File: src/rtl/csi2_pkg.sv
// Shared types, constants and helper functions for the CSI-2 packet parser.
// Holds the header ECC parity masks and the reflected CRC-16 byte update.
package csi2_pkg;

  typedef enum logic [2:0] {
    S_HEADER,
    S_PAYLOAD,
    S_CRC_LO,
    S_CRC_HI,
    S_PHY_RST
  } state_t;

  localparam logic [5:0] DT_FRAME_START = 6'h00;
  localparam logic [5:0] DT_FRAME_END   = 6'h01;
  localparam logic [5:0] DT_LINE_START  = 6'h02;
  localparam logic [5:0] DT_LINE_END    = 6'h03;
  localparam logic [5:0] DT_SHORT_MAX   = 6'h0F;

  localparam logic [23:0] ECC_MASK [6] = '{
    24'hF12CB7, 24'hF2555B, 24'h749A6D, 24'hB8E38E, 24'hDF03F0, 24'hEFFC00
  };

  localparam logic [15:0] CRC_POLY_REFL = 16'h8408;
  localparam logic [15:0] CRC_INIT      = 16'hFFFF;

  function automatic logic [5:0] ecc_parity(input logic [23:0] d);
    logic [5:0] p;
    for (int i = 0; i < 6; i++) begin
      p[i] = ^(d & ECC_MASK[i]);
    end
    return p;
  endfunction

  // Data enters LSB-first, so the shift runs towards bit 0.
  function automatic logic [15:0] crc16_byte(input logic [15:0] c, input logic [7:0] d);
    logic [15:0] r;
    r = c ^ {8'h00, d};
    for (int i = 0; i < 8; i++) begin
      r = r[0] ? ((r >> 1) ^ CRC_POLY_REFL) : (r >> 1);
    end
    return r;
  endfunction

endpackage

File: src/rtl/csi2_crc16.sv
// Byte-serial CRC-16 register; init has priority over enable.
module csi2_crc16
  import csi2_pkg::*;
(
  input  logic        clock_p,
  input  logic        reset_n,
  input  logic        init,
  input  logic        enable,
  input  logic [7:0]  data,
  output logic [15:0] crc
);

  logic [15:0] crc_q, crc_d;

  always_comb begin
    crc_d = crc_q;
    if (init) begin
      crc_d = CRC_INIT;
    end else if (enable) begin
      crc_d = crc16_byte(crc_q, data);
    end
  end

  always_ff @(posedge clock_p) begin
    if (!reset_n) begin
      crc_q <= CRC_INIT;
    end else begin
      crc_q <= crc_d;
    end
  end

  assign crc = crc_q;

endmodule

File: src/rtl/csi2_packet_parser.sv
// CSI-2 low-level protocol parser: header ECC check, packet classification,
// payload streaming with CRC-16 check, and PHY re-hunt reset after each packet.
module csi2_packet_parser
  import csi2_pkg::*;
#(
  parameter int RESET_CYCLES = 4
) (
  input  logic        clock_p,
  input  logic        reset_n,
  input  logic [7:0]  byte_data,
  input  logic        byte_valid,
  output logic        phy_reset,
  output logic        header_valid,
  output logic [1:0]  virtual_channel,
  output logic [5:0]  data_type,
  output logic [15:0] word_count,
  output logic        frame_start,
  output logic        frame_end,
  output logic        line_start,
  output logic        line_end,
  output logic [7:0]  payload_data,
  output logic        payload_valid,
  output logic        payload_last,
  output logic        packet_done,
  output logic        ecc_error,
  output logic        crc_error
);

  localparam logic [3:0] RST_LAST = 4'(RESET_CYCLES - 1);

  state_t      state_q;
  logic [1:0]  hdr_cnt_q;
  logic [3:0]  rst_cnt_q;
  logic [15:0] remaining_q;
  logic [7:0]  di_q, wc_lo_q, wc_hi_q, crc_lo_q;
  logic        phy_reset_q, header_valid_q, payload_valid_q, payload_last_q;
  logic        frame_start_q, frame_end_q, line_start_q, line_end_q;
  logic        packet_done_q, ecc_error_q, crc_error_q;
  logic [1:0]  vc_q;
  logic [5:0]  dt_q;
  logic [15:0] wc_q;
  logic [7:0]  payload_data_q;

  logic [15:0] crc_calc;
  logic [5:0]  syndrome_d;
  logic        hdr_ok_d, hdr_done_d, crc_en_d;
  logic [5:0]  dt_d;
  logic [15:0] wc_d;

  assign dt_d       = di_q[5:0];
  assign wc_d       = {wc_hi_q, wc_lo_q};
  assign syndrome_d = ecc_parity({wc_hi_q, wc_lo_q, di_q}) ^ byte_data[5:0];
  assign hdr_ok_d   = (syndrome_d == 6'd0) && (byte_data[7:6] == 2'b00);
  assign hdr_done_d = (state_q == S_HEADER) && byte_valid && (hdr_cnt_q == 2'd3);
  assign crc_en_d   = (state_q == S_PAYLOAD) && byte_valid;

  csi2_crc16 u_crc (
    .clock_p (clock_p),
    .reset_n (reset_n),
    .init    (hdr_done_d),
    .enable  (crc_en_d),
    .data    (byte_data),
    .crc     (crc_calc)
  );

  always_ff @(posedge clock_p) begin
    if (!reset_n) begin
      state_q         <= S_HEADER;
      hdr_cnt_q       <= 2'd0;
      rst_cnt_q       <= 4'd0;
      remaining_q     <= 16'd0;
      di_q            <= 8'd0;
      wc_lo_q         <= 8'd0;
      wc_hi_q         <= 8'd0;
      crc_lo_q        <= 8'd0;
      phy_reset_q     <= 1'b1;
      header_valid_q  <= 1'b0;
      payload_valid_q <= 1'b0;
      payload_last_q  <= 1'b0;
      frame_start_q   <= 1'b0;
      frame_end_q     <= 1'b0;
      line_start_q    <= 1'b0;
      line_end_q      <= 1'b0;
      packet_done_q   <= 1'b0;
      ecc_error_q     <= 1'b0;
      crc_error_q     <= 1'b0;
      vc_q            <= 2'd0;
      dt_q            <= 6'd0;
      wc_q            <= 16'd0;
      payload_data_q  <= 8'd0;
    end else begin
      header_valid_q  <= 1'b0;
      payload_valid_q <= 1'b0;
      payload_last_q  <= 1'b0;
      frame_start_q   <= 1'b0;
      frame_end_q     <= 1'b0;
      line_start_q    <= 1'b0;
      line_end_q      <= 1'b0;
      packet_done_q   <= 1'b0;
      ecc_error_q     <= 1'b0;
      crc_error_q     <= 1'b0;

      case (state_q)
        S_HEADER: begin
          phy_reset_q <= 1'b0;
          if (byte_valid) begin
            hdr_cnt_q <= hdr_cnt_q + 2'd1;
            case (hdr_cnt_q)
              2'd0: di_q    <= byte_data;
              2'd1: wc_lo_q <= byte_data;
              2'd2: wc_hi_q <= byte_data;
              default: begin
                if (!hdr_ok_d) begin
                  ecc_error_q   <= 1'b1;
                  packet_done_q <= 1'b1;
                  phy_reset_q   <= 1'b1;
                  rst_cnt_q     <= 4'd0;
                  state_q       <= S_PHY_RST;
                end else begin
                  header_valid_q <= 1'b1;
                  vc_q           <= di_q[7:6];
                  dt_q           <= dt_d;
                  wc_q           <= wc_d;
                  if (dt_d <= DT_SHORT_MAX) begin
                    frame_start_q <= (dt_d == DT_FRAME_START);
                    frame_end_q   <= (dt_d == DT_FRAME_END);
                    line_start_q  <= (dt_d == DT_LINE_START);
                    line_end_q    <= (dt_d == DT_LINE_END);
                    packet_done_q <= 1'b1;
                    phy_reset_q   <= 1'b1;
                    rst_cnt_q     <= 4'd0;
                    state_q       <= S_PHY_RST;
                  end else if (wc_d != 16'd0) begin
                    remaining_q <= wc_d;
                    state_q     <= S_PAYLOAD;
                  end else begin
                    state_q <= S_CRC_LO;
                  end
                end
              end
            endcase
          end
        end

        S_PAYLOAD: begin
          if (byte_valid) begin
            payload_data_q  <= byte_data;
            payload_valid_q <= 1'b1;
            remaining_q     <= remaining_q - 16'd1;
            if (remaining_q == 16'd1) begin
              payload_last_q <= 1'b1;
              state_q        <= S_CRC_LO;
            end
          end
        end

        S_CRC_LO: begin
          if (byte_valid) begin
            crc_lo_q <= byte_data;
            state_q  <= S_CRC_HI;
          end
        end

        S_CRC_HI: begin
          if (byte_valid) begin
            packet_done_q <= 1'b1;
            crc_error_q   <= ({byte_data, crc_lo_q} != crc_calc);
            phy_reset_q   <= 1'b1;
            rst_cnt_q     <= 4'd0;
            state_q       <= S_PHY_RST;
          end
        end

        S_PHY_RST: begin
          if (rst_cnt_q == RST_LAST) begin
            phy_reset_q <= 1'b0;
            hdr_cnt_q   <= 2'd0;
            state_q     <= S_HEADER;
          end else begin
            rst_cnt_q <= rst_cnt_q + 4'd1;
          end
        end

        default: state_q <= S_HEADER;
      endcase
    end
  end

  assign phy_reset       = phy_reset_q;
  assign header_valid    = header_valid_q;
  assign virtual_channel = vc_q;
  assign data_type       = dt_q;
  assign word_count      = wc_q;
  assign frame_start     = frame_start_q;
  assign frame_end       = frame_end_q;
  assign line_start      = line_start_q;
  assign line_end        = line_end_q;
  assign payload_data    = payload_data_q;
  assign payload_valid   = payload_valid_q;
  assign payload_last    = payload_last_q;
  assign packet_done     = packet_done_q;
  assign ecc_error       = ecc_error_q;
  assign crc_error       = crc_error_q;

endmodule

File: config.mk
export PLATFORM = sky130hd
export DESIGN_NAME = csi2_packet_parser
export DESIGN_NICKNAME = d
export VERILOG_FILES = /design/src/rtl/csi2_pkg.sv /design/src/rtl/csi2_crc16.sv /design/src/rtl/csi2_packet_parser.sv
export SDC_FILE = /design/constraint.sdc
export NUM_CORES = 1
export LEC_CHECK = 0
export CORE_ASPECT_RATIO = 0.75
export CORE_MARGIN = 5
export CORE_UTILIZATION = 30
export DETAILED_ROUTE_END_ITERATION = 12
export PLACE_DENSITY = 0.56
export SYNTH_ARGS = -nofsm -noshare
export SYNTH_HDL_FRONTEND = slang
export SYNTH_SLANG_ARGS = --single-unit
File: constraint.sdc
create_clock -name clock_p -period 4.2 [get_ports clock_p]
set_input_delay 0.42 -clock clock_p [delete_from_list [all_inputs] [get_ports clock_p]]
set_output_delay 0.42 -clock clock_p [all_outputs]
set_load 0.05 [all_outputs]
Word-level counts from Yosys, hierarchy flattened
Index checks and enable logic that the tools add are counted.
Cells by class
  add/subtract/negate cells: 3
  order comparisons: 1
  equality and inequality tests: 25
  mux-type cells: 48
  bitwise gates (word level): 16
  reductions and logical operators: 37
Operator list (count)
  $mux W16: 14
  $reduce_xor A24 Y1: 6
  $pmux W16 S2: 1
  $mux W3: 9
  $mux W4: 6
  $not A2 Y3: 8
  $reduce_and A3 Y1: 7
  $ne A2 B2 Y1 const B: 9
  $eq A16 B1 Y1 const B: 1
  $ne A16 B16 Y1: 1
  $reduce_bool A16 Y1: 1
  $sub A16 B1 Y16 const B: 1
  $xor A16 B8 Y16: 1
  $pmux W3 S5: 1
  $reduce_and A7 Y1: 2
  $eq A6 B2 Y1 const B: 2
  $logic_not A6 Y1: 2
  $pmux W4 S3: 1
  $mux W1: 10
  $reduce_or A8 Y1: 1
  $eq A3 B2 Y1 const B: 2
  $eq A6 B1 Y1 const B: 1
  $le A6 B4 Y1 const B: 1
  $mux W2: 3
  other kinds (25): 39
Word-level totals
  bits in registers: 116

Logic depth before layout (Yosys ltp)
Gate-level depths: netlist of the first run.
  depth after elaboration: 17
  depth in mapped cells: 10
  gate-level depth less buffers: 9

Hierarchy
From an unflattened synthesis of the first run, not the netlist that was laid out.
Unflattened totals
  cell total of the unflattened synthesis: 688
  area, all modules: 6159.7 µm²
Modules (own cells, without submodules)
  csi2_packet_parser: times used 1, cells each 605, area each 5260.0 µm²
  csi2_crc16: times used 1, cells each 83, area each 899.6 µm²

Worst setup path after synthesis of the first run
OpenSTA, ideal clock, no wires.
  path type: register to register
  start point: register wc_hi_q[4]
  end point: register state_q[1]
  setup time: 0.074 ns
  arrival time: 2.586 ns
  required time: 4.126 ns
  path slack: 1.539 ns
  cell stages (with the launch flop): 11
  buffers on the path: 1
  clock period less this slack: 2.661 ns
  cell sequence: dfxtp_1 inv_1 ha_1 xnor2_1 xnor2_1 xnor3_1 o2111ai_1 or2_1 buf_6 or4_1 a31oi_1
On the way
  cells in the longest elaborated chain, start to end: 8
  elaborated cells between the ends (all ways): 15
  those cells by class: mux: 6; bitwise: 1; reduce/logical: 8
Ends and longest elaborated chain
  start, declared: RTL line csi2_packet_parser.sv:35  | logic [7:0] di_q, wc_lo_q, wc_hi_q, crc_lo_q;
  start signal, assigned: RTL line csi2_packet_parser.sv:111  | 2'd2: wc_hi_q <= byte_data;
  $reduce_xor A24 Y1: RTL line csi2_pkg.sv:29  | p[i] = ^(d & ECC_MASK[i]);
  $xor A6 B6 Y6: RTL line csi2_packet_parser.sv:52  | assign syndrome_d = ecc_parity({wc_hi_q, wc_lo_q, di_q}) ^ byte_data[5:0];
  $logic_not A6 Y1: RTL line csi2_packet_parser.sv:53  | assign hdr_ok_d = (syndrome_d == 6'd0) && (byte_data[7:6] == 2'b00);
  $logic_and A1 B1 Y1: RTL line csi2_packet_parser.sv:53
  $mux W3 (*): RTL line csi2_packet_parser.sv:113  | if (!hdr_ok_d) begin
  $mux W3 (*): RTL line csi2_packet_parser.sv:108  | case (hdr_cnt_q)
  $mux W3 (*): RTL line csi2_packet_parser.sv:106  | if (byte_valid) begin
  $pmux W3 S5 (*): RTL line csi2_packet_parser.sv:103  | case (state_q)
  end signal, assigned: RTL line csi2_packet_parser.sv:118  | state_q <= S_PHY_RST;
  end signal, assigned: RTL line csi2_packet_parser.sv:132  | state_q <= S_PHY_RST;
  end signal, assigned: RTL line csi2_packet_parser.sv:135  | state_q <= S_PAYLOAD;
  end, declared: RTL line csi2_packet_parser.sv:31  | state_t state_q;
Every way passes the cells marked *; elsewhere a longest branch is shown, timed or not. The select of a mux whose other input is x is not followed.
A chain may end at the register's enable or synchronous reset.

Worst setup path after layout of the first run
  start point: register wc_lo_q[1]
  end point: register remaining_q[10]
On the way
  cells in the longest elaborated chain, start to end: 6
  elaborated cells between the ends (all ways): 10
  those cells by class: eq/ne: 2; bitwise: 1; reduce/logical: 7
Ends and longest elaborated chain
  start, declared: RTL line csi2_packet_parser.sv:35
  start signal, assigned: RTL line csi2_packet_parser.sv:110  | 2'd1: wc_lo_q <= byte_data;
  $reduce_xor A24 Y1: RTL line csi2_pkg.sv:29
  $xor A6 B6 Y6: RTL line csi2_packet_parser.sv:52
  $logic_not A6 Y1: RTL line csi2_packet_parser.sv:53
  $logic_and A1 B1 Y1: RTL line csi2_packet_parser.sv:53
  $ne A2 B2 Y1 (no line)
  $reduce_and A7 Y1 (no line) (*)
  end signal, assigned: RTL line csi2_packet_parser.sv:134  | remaining_q <= wc_d;
  end signal, assigned: RTL line csi2_packet_parser.sv:149  | remaining_q <= remaining_q - 16'd1;
  end, declared: RTL line csi2_packet_parser.sv:34  | logic [15:0] remaining_q;
Every way passes the cells marked *; elsewhere a longest branch is shown, timed or not.

==> flow_summary_export.csv, run 1 <==
group,metric,value,unit
worst_hold_path,hold_path_end,"payload_data[2]",
critical_path,regToRegSetupSlack,1.05,ns
clock_network,cts.sinks,116,
detailed_routing,first_pass_iters,5,
pwr,p_leak,2.75,nW
run_status,status,"complete, no violations",
sta,finalHoldViolations,0,
sta,drv_slew,0,
logic_synthesis,yosysMostFrequentCell,"dfxtp_1",
layout,seqCellArea,0.00232,sq mm
global_routing,antenna_found_initial,0,
placement,io_buffer_count,53,
layout,nNetsFinal,781,
global_routing,grt_max_degree,50,
clock_network,clk_latency,0.42,ns
critical_path,reg2regPathDepth,9,
clock_network,post_cts_buffers,0,
layout,antenna_cells,0,
logic_synthesis,yosysWarnings,0,
logic_synthesis,yosys.area_share.simple,0.188,
critical_path,worstSetupPathType,"reg2reg",
pwr,power,2.94,mW
sta,worstMarginPinSlew,0.683,ns
sta,setup_tns,0,ns
logic_synthesis,synth_cell_type_count,50,
floorplan,die-height,132,um
layout,area_growth_syn_to_layout,23.9,%
critical_path,crit_path_end_kind,"flop",
clock_network,cts.repair.resized,0,
sta,hold_slack,0.452,ns
pwr,peakVddDrop,0.200,mV
layout,design_area,0.00742,sq mm
logic_synthesis,synth_edf_count,0,
logic_synthesis,synth_flop_cell,"dfxtp_1",
critical_path,worst-path-max-fanout,10,
logic_synthesis,seq_area_frac_synth,0.388,
floorplan,rows,44,
detailed_routing,drt-initial-drc-count,493,
sta,fmax,317,MHz
worst_hold_path,worstHoldStart,"payload_data[2]",
detailed_routing,vias,5083,
sta,max_slew_margin,0.544,
pwr,power_per_cell_area,396,mW/mm^2
floorplan,coreArea,0.0195,sq mm
detailed_routing,via_per_inst,5.01,
global_routing,grt_usage,0.150,
clock_network,numCtsBuffers,17,
floorplan,io_pins,54,
layout,multi_input_area,0.00338,sq mm
detailed_routing,wl,17.1,mm
sta,period_share,0.751,
placement,gp_congestion,0.864,
sta,final-setup-viol-count,0,
detailed_routing,drc,0,
sta,final.min_clock_period,3.15,ns
logic_synthesis,async_flop_share,0,
logic_synthesis,synth_common_cells,"dfxtp_1, nand2_1, xnor2_1, nor2_1, a21oi_1",
clock_network,clk_pin_slew,0.06,ns
clock_network,htree_levels,4,
worst_hold_path,hold_path_depth,2,
global_routing,grt_pass1_wl,27.1,mm
run,maxCapViolCount,0,
logic_synthesis,synth_mux_area_frac,0.0625,
logic_synthesis,synthCells,705,
global_routing,grt-ovfl-total,0,
floorplan,start_util,0.307,
sta,skew,0.0107,ns
critical_path,critPathLaunchType,"flop",
clock_network,cts_root_buffer,"clkbuf_16",
logic_synthesis,syn_nets,737,
critical_path,critPathArrivalTime,3.42,ns
logic_synthesis,ys_seq_elements,116,
logic_synthesis,synth-xor-area-share,0.140,
logic_synthesis,synth_top_area_cell,"dfxtp_1",
logic_synthesis,synthesis.area,0.00599,sq mm
sta,rsz0062_at_grt,"false",
logic_synthesis,synth_compound_area_frac,0.127,
worst_hold_path,hold_path.class,"reg2reg",
logic_synthesis,syn-mean-instance-area,8.49,sq um
logic_synthesis,synthAdderAreaFrac,0.0439,
logic_synthesis,synth_area_leaders,"dfxtp_1, xnor2_1, nand2_1",
critical_path,critPathRequiredTime,4.47,ns
critical_path,r2r-start,"wc_lo_q[1]",
layout,n_fill_cell,1992,
placement,place_area,0.00680,sq mm
floorplan,dieWidth,173,um
global_routing,grt_pass1_vias,4662,
detailed_routing,ant_nets,0,
clock_network,clockBufferDepth,2,
clock_network,ctsHoldBuffers,0,
placement,dp_hpwl,12.1,mm
clock_network,cts_tree,"built",
floorplan,die_area,0.0229,sq mm
critical_path,rr_endpoint,"remaining_q[10]",
logic_synthesis,synth_top_family_by_area,"simple AND/OR/NAND/NOR gates",
detailed_routing,wire_per_inst,16.8,um
logic_synthesis,yosys.area.top_type_share,0.388,
layout,drive_gt1_frac,0.0787,
per-layer routing:
metal  part of all wire  vias to the layer above  GRT usage  wire length, um
met5                  0                        -          0                0
met4             0.0092                        0     0.0408              157
met3              0.069                       12     0.0384             1190
met2               0.38                      176      0.192             6550
met1               0.54                     2388      0.240             9190
li1                   -                     2507          -                -
stage by stage:
stage          utilization  setup slack [ns]  std cells
5_1_grt              0.381             0.825       1015
2_1_floorplan            -              1.54        705
6_report             0.381              1.05       1015
4_1_cts              0.381              1.06       1015
3_5_place_dp         0.349             0.885        983
3_3_place_gp         0.349             0.990        983
cell families (layout without fill, tap and decap cells):
| family | after synthesis | count (layout) |
|---|---|---|
| simple gates | 251 | 251 |
| fa+ha+maj | 21 | 21 |
| xor+xnor | 84 | 84 |
| flops | 116 | 116 |
| buf+inv | 76 | 133 |
| mux | 37 | 37 |
| compound gates | 120 | 120 |
critical path, cell delays in order, from the launching register on:
cell	delay (ns)
dfxtp_1	0.49
inv_1	0.08
ha_1	0.33
xnor2_1	0.21
xnor3_1	0.35
nor3_1	0.15
o2111ai_1	0.31
or2_1	0.40
o21ai_2	0.50
o21ai_0	0.18
cell usage in the layout, fill, tap and decap left out, types with 3 or more instances in the layout:
master	n
ha_1	21
nor2_1	58
inv_1	28
or4_1	3
nand4_1	7
o211ai_1	18
nand3_1	38
and2_1	9
a31oi_1	4
xor2_1	15
a32o_1	7
clkinvlp_4	5
a21oi_1	46
o22ai_1	3
bufinv_16	3
dfxtp_1	116
xnor2_1	61
nor3_1	14
clkbuf_16	17
mux2_2	3
mux2i_1	34
nor4_1	3
clkbuf_8	3
a211oi_1	5
buf_4	19
o21ai_0	23
or3_1	4
xnor3_1	7
nor2b_1	3
clkdlybuf4s50_1	53
nand2_1	99
report_power, final:
part	switching, mW	leakage, nW	internal, mW
Combinational	0.155	1.53	0.129
Clock	0.538	0.288	0.981
Sequential	0.0237	0.937	1.11
worst max path at each step:
stage	start	to	slack, ns	cells after the start
4_1_cts	wc_lo_q[1]	remaining_q[10]	1.06	9
3_3_place_gp	byte_data[5]	remaining_q[10]	0.99	9
6_report	wc_lo_q[1]	remaining_q[10]	1.05	9
3_5_place_dp	byte_data[5]	remaining_q[10]	0.88	9
5_1_grt	wc_lo_q[1]	remaining_q[10]	0.82	9
2_1_floorplan	wc_hi_q[4]	state_q[1]	1.54	10
state kept, by name, indices dropped and copies added (netlist names), 2 cells and up:
| register | count |
|---|---|
| crc_lo_q | 8 |
| data_type | 6 |
| di_q | 8 |
| hdr_cnt_q | 2 |
| payload_data | 8 |
| remaining_q | 16 |
| rst_cnt_q | 4 |
| state_q | 3 |
| u_crc.crc | 16 |
| virtual_channel | 2 |
| wc_hi_q | 8 |
| wc_lo_q | 8 |
| word_count | 16 |
final cells by class:
type | count | share of cell area
Tap cell | 253 | 0.0427
Clock inverter | 11 | 0.0202
Multi-Input combinational cell | 513 | 0.455
Inverter | 29 | 0.0147
Clock buffer | 21 | 0.0634
Timing Repair Buffer | 72 | 0.0907
Sequential cell | 116 | 0.313
No activity file was read; power rests on OpenSTA's default activity.
==> inputs of run 2 (changes only) <==
- PLACE_DENSITY: 0.56 -> 0.58
- clock period: 4.2 -> 2.7 ns (I/O delays scaled with it)
==> run 2 against run 1 <==
Against the previous run: combinational power is 100% higher; largest cell class unchanged; maximum frequency grew 19%; die area did not move.
==> flow_summary_export.csv, run 2 (synthesis gave the netlist of run 1 again) <==
group,metric,value,unit
detailed_routing,met1_length,9.49,mm
detailed_routing,via_per_inst,4.94,
global_routing,grt_usage,0.159,
detailed_routing,highest_layer,"met4",
detailed_routing,first_pass_iters,5,
clock_network,cts.sinks,116,
critical_path,critPathRequiredTime,2.98,ns
layout,area_growth_syn_to_layout,35.5,%
detailed_routing,drc,0,
clock_network,clockBufferDepth,2,
layout,final_cells,1071,
detailed_routing,drt-initial-drc-count,445,
detailed_routing,wl,18.2,mm
floorplan,start_util,0.307,
sta,final-setup-viol-count,0,
critical_path,critPathLaunchType,"flop",
floorplan,io_pins,54,
sta,period_share,0.978,
detailed_routing,vias,5294,
sta,fmax,379,MHz
layout,final_common_cell,"dfxtp_1",
sta,skew,0.00924,ns
sta,drv_slew,0,
sta,final.min_clock_period,2.64,ns
clock_network,cts_tree,"built",
floorplan,die_area,0.0229,sq mm
floorplan,rows,44,
pwr,p_leak,3.11,nW
clock_network,htree_levels,4,
run_status,status,"complete, no violations",
global_routing,grt_pass1_wl,29.1,mm
sta,rsz0062_at_grt,"true",
global_routing,grt-ovfl-total,0,
pwr,power,4.64,mW
sta,worstMarginPinSlew,0.521,ns
clock_network,clk_pin_slew,0.06,ns
placement,gp_congestion,0.904,
floorplan,die-height,132,um
detailed_routing,wire_per_inst,17.0,um
detailed_routing,wl_met2,6.92,mm
worst_hold_path,hold_path_depth,2,
sta,hold_slack,0.452,ns
placement,dp_hpwl,12.8,mm
layout,drive_gt1_frac,0.183,
placement,place_area,0.00721,sq mm
detailed_routing,wl_met3,1.61,mm
layout,design_area,0.00811,sq mm
sta,max_slew_margin,0.650,
layout,nNetsFinal,837,
run,maxCapViolCount,0,
layout,antenna_cells,0,
critical_path,critPathArrivalTime,2.92,ns
pwr,seq_power_share,0.376,
critical_path,reg2regPathDepth,10,
placement,dpl.cell_count,1034,
pwr,clkPwrFrac,0.500,
clock_network,numCtsBuffers,17,
pwr,peakVddDrop,0.341,mV
layout,final_cell_mix,"dfxtp_1, nand2_1, buf_4",
global_routing,antenna_found_initial,0,
global_routing,grt_pass1_vias,5111,
pwr,p_sw,1.17,mW
critical_path,crit_path_end_kind,"flop",
pwr,switching_share,0.251,
clock_network,cts_root_buffer,"clkbuf_16",
critical_path,worst-path-max-fanout,7,
floorplan,coreArea,0.0195,sq mm
placement,io_buffer_count,53,
pwr,pwr-share-comb,0.124,
clock_network,clk_latency,0.41,ns
pwr,power_per_cell_area,573,mW/mm^2
pwr,internal_power,3.48,mW
floorplan,dieWidth,173,um
global_routing,grt_max_degree,41,
critical_path,worstSetupPathType,"reg2reg",
sta,finalHoldViolations,0,
worst_hold_path,hold_path.class,"reg2reg",
detailed_routing,ant_nets,0,
==> run 2: cell types whose count changed in the layout (fill, tap and decap cells not counted), moves of 3 or more <==
cell	change
xnor2_1	-6
inv_2	+3
ha_1	-7
buf_4	+50
clkinv_4	+4
xnor2_2	+5
inv_1	-3
dfxtp_2	+6
ha_4	+7
clkinvlp_4	-4
dfxtp_1	-8
==> run 2: final cells by class <==
| cell class | instances | area, sq um |
|---|---|---|
| Fill cell | 1945 | 11400 |
| Multi-Input combinational cell | 513 | 3580 |
| Sequential cell | 116 | 2340 |
| Timing Repair Buffer | 128 | 1170 |
| Clock buffer | 20 | 447 |
| Tap cell | 253 | 317 |
| Clock inverter | 12 | 156 |
| Inverter | 29 | 109 |
==> run 2: metal layers <==
metal,vias to the layer above,GRT usage
met2,220,0.215
met4,0,0.0381
met1,2445,0.250
li1,2613,-
met3,16,0.0378
met5,-,0
==> run 2: timing repair <==
item	in CTS	in global routing
setup endpoints to repair	44	51
endpoints found under the hold margin	0	0
pin swaps	2	15
cloned	1	1
setup buffers	2	1
hold buffers	0	0
resized for setup	8	32
==> run 2: worst max-delay path, cell delays in order (launching register included) <==
cell and delay (ns):
dfxtp_2 0.39, xor2_1 0.25, xnor3_1 0.46, xnor2_1 0.19, o2111ai_2 0.19, buf_4 0.19
nor3_4 0.23, buf_6 0.18, buf_12 0.14, mux2i_2 0.22, nor2_1 0.06
==> run 2: final timing paths <==
check	from	end	slack [ns]
setup / recovery	di_q[7]	word_count[0]	0.06
hold / removal	payload_data[5]	payload_data[5]	0.45
setup reg to reg	di_q[7]	word_count[0]	0.06
hold reg to reg	payload_data[5]	payload_data[5]	0.45
==> run 2: metrics by stage <==
stage / TNS, ns / setup slack [ns] / utilization
finish: 0 / 0.0603 / 0.416
global route: -0.275 / -0.0500 / 0.416
CTS: 0 / 0.000705 / 0.406
detailed placement: -3.03 / -0.130 / 0.370
global placement: -2.00 / -0.0931 / 0.370
floorplan: 0 / 0.0394 / -
==> run 2: power by group through the flow <==
stage | Sequential (mW) | Clock, mW | Combinational, mW
global placement | 1.78 | 0 | 0.511
global route | 1.75 | 2.44 | 0.615
detailed placement | 1.78 | 0 | 0.513
finish | 1.75 | 2.32 | 0.574
CTS | 1.75 | 2.35 | 0.540
floorplan | 1.79 | 0 | 0.326
==> inputs of run 3 (changes only) <==
- CELL_PAD_IN_SITES_DETAIL_PLACEMENT: unset -> 1
- CELL_PAD_IN_SITES_GLOBAL_PLACEMENT: unset -> 2
- CTS_CLUSTER_SIZE: unset -> 12
- PLACE_DENSITY: 0.58 -> 0.81
==> run 3 against run 2 <==
Against the previous run: worst setup slack worse by 0.043 ns; routed wire length rose by 14%; global-route usage is 1.9 points higher; final cell count down 0.47%; final area is 0.77% lower; register-to-register slack got worse by 0.04 ns; sequential power about the same; die area is the same; sequential share of layout area grew 0.12 points; clock skew increased by 0.0090 ns; largest cell class unchanged.
==> flow_summary_export.csv, run 3 (synthesis gave the netlist of run 1 again) <==
group,metric,value,unit
sta,period_share,0.994,
pwr,p_leak,3.07,nW
critical_path,cp_cell_sequence,"inv_2 -> ha_4 -> xnor3_1 -> xnor2_2 -> and3_4 -> o2111ai_4 -> buf_6 -> nor3_4 -> buf_6 -> buf_8 -> mux2i_1 -> nor2_1",
layout,nNetsFinal,833,
critical_path,cp_top_family,"XOR/XNOR gates",
global_routing,grt_usage,0.179,
run_status,status,"complete, no violations",
worst_hold_path,hold_path_depth,2,
critical_path,worst-path-max-fanout,7,
clock_network,cts_tree,"built",
placement,io_buffer_count,53,
critical_path,critPathArrivalTime,2.98,ns
placement,place_area,0.00719,sq mm
floorplan,coreArea,0.0195,sq mm
critical_path,critPathLaunchType,"flop",
critical_path,crit_path_end_kind,"flop",
placement,gp_congestion,0.915,
global_routing,grt_pass1_vias,5757,
floorplan,die-height,132,um
layout,final_cell_mix,"dfxtp_1, nand2_1, buf_4",
layout,seqCellArea,0.00233,sq mm
sta,max_slew_margin,0.655,
sta,worstMarginPinSlew,0.515,ns
detailed_routing,drc,0,
global_routing,grt_max_degree,66,
layout,multi_input_area,0.00358,sq mm
layout,final_cells,1066,
detailed_routing,ant_nets,0,
global_routing,antenna_found_initial,0,
critical_path,cp_common_cell,"buf_6",
layout,n_fill_cell,2300,
critical_path,rr_endpoint,"word_count[2]",
critical_path,max_stage_delay,0.34,ns
run,maxCapViolCount,0,
sta,setup_tns,0,ns
critical_path,critPathRequiredTime,2.99,ns
detailed_routing,drt-initial-drc-count,372,
layout,final_util,0.413,
global_routing,grt-ovfl-total,0,
worst_hold_path,worstHoldStart,"payload_data[3]",
floorplan,die_area,0.0229,sq mm
clock_network,clk_pin_slew,0.06,ns
critical_path,reg2regPathDepth,12,
critical_path,r2r-start,"wc_lo_q[2]",
clock_network,htree_levels,4,
placement,dpl.cell_count,1030,
worst_hold_path,hold_path.class,"reg2reg",
sta,finalHoldViolations,0,
clock_network,cts.sinks,116,
layout,antenna_cells,0,
layout,final_common_cell,"dfxtp_1",
placement,dp_hpwl,14.7,mm
detailed_routing,first_pass_iters,4,
sta,skew,0.0182,ns
sta,fmax,373,MHz
sta,rsz0062_at_grt,"true",
critical_path,cp.buffers_inverters,4,
detailed_routing,wl,20.7,mm
floorplan,start_util,0.307,
critical_path,worstSetupPathType,"reg2reg",
sta,final-setup-viol-count,0,
floorplan,io_pins,54,
detailed_routing,via_per_inst,5.17,
pwr,peakVddDrop,0.400,mV
layout,design_area,0.00805,sq mm
sta,drv_slew,0,
layout,drive_gt1_frac,0.170,
critical_path,slowest_stage,"dfxtp_2",
clock_network,clk_latency,0.42,ns
clock_network,cts_root_buffer,"clkbuf_16",
layout,area_growth_syn_to_layout,34.5,%
sta,final.min_clock_period,2.68,ns
floorplan,rows,44,
pwr,power_per_cell_area,578,mW/mm^2
detailed_routing,wire_per_inst,19.5,um
clock_network,clockBufferDepth,2,
floorplan,dieWidth,173,um
pwr,power,4.65,mW
global_routing,grt_pass1_wl,32.2,mm
clock_network,numCtsBuffers,17,
worst_hold_path,hold_path_end,"payload_data[3]",
critical_path,regToRegSetupSlack,0.02,ns
clock_network,ctsHoldBuffers,0,
detailed_routing,vias,5510,
==> run 3: worst max path at each step <==
| stage | from | to | slack [ns] | cells past startpoint |
|---|---|---|---|---|
| 5_1_grt | wc_lo_q[0] | word_count[9] | -0.07 | 13 |
| 3_3_place_gp | byte_data[5] | word_count[2] | -0.20 | 10 |
| 6_report | wc_lo_q[2] | word_count[2] | 0.02 | 12 |
| 3_5_place_dp | byte_data[5] | word_count[14] | -0.26 | 10 |
| 2_1_floorplan | wc_hi_q[4] | state_q[1] | 0.04 | 10 |
| 4_1_cts | wc_hi_q[4] | word_count[2] | 0.01 | 11 |
==> run 3: layout make-up <==
type                    instances  share of cell area
clock buffers                  21              0.0547
inverters                      29              0.0135
repair buffers                124               0.142
clock inverters                10              0.0166
flip-flops and latches        116               0.289
well taps                     253              0.0393
multi-input cells             513               0.445
==> run 3: metal layers <==
layer,vias up,global-route usage,wire [um],share of wire
met3,23,0.0467,1120,0.054
met2,129,0.268,8920,0.43
met1,2757,0.253,10300,0.50
met5,-,0,0,0
met4,0,0.0518,362,0.017
li1,2601,-,-,-
==> run 3: stage by stage <==
stage / hold slack (ns) / setup WS (ns)
after floorplan: 0.449 / 0.0394
after global placement: 0.443 / -0.198
after detailed placement: 0.455 / -0.260
after CTS: 0.464 / 0.0114
after global routing: 0.497 / -0.0667
final: 0.458 / 0.0175
==> run 3: timing repair <==
| action | 4_1_cts | 5_1_grt |
|---|---|---|
| gates resized for setup | 12 | 28 |
| setup endpoints to repair | 48 | 48 |
| pin swaps | 7 | 14 |
| cloned | 0 | 1 |
| buffers inserted | 0 | 4 |
==> run 3: power by group <==
| part | internal (mW) | total, mW | switching, mW |
|---|---|---|---|
| Clock | 1.44 | 2.27 | 0.829 |
| Sequential | 1.73 | 1.75 | 0.0148 |
| Combinational | 0.283 | 0.633 | 0.350 |
==> run 3: tightest hold or removal path: stages (launching register included) <==
cell     delay (ns)
dfxtp_1        0.31
nand2_1        0.05
a21oi_1        0.05
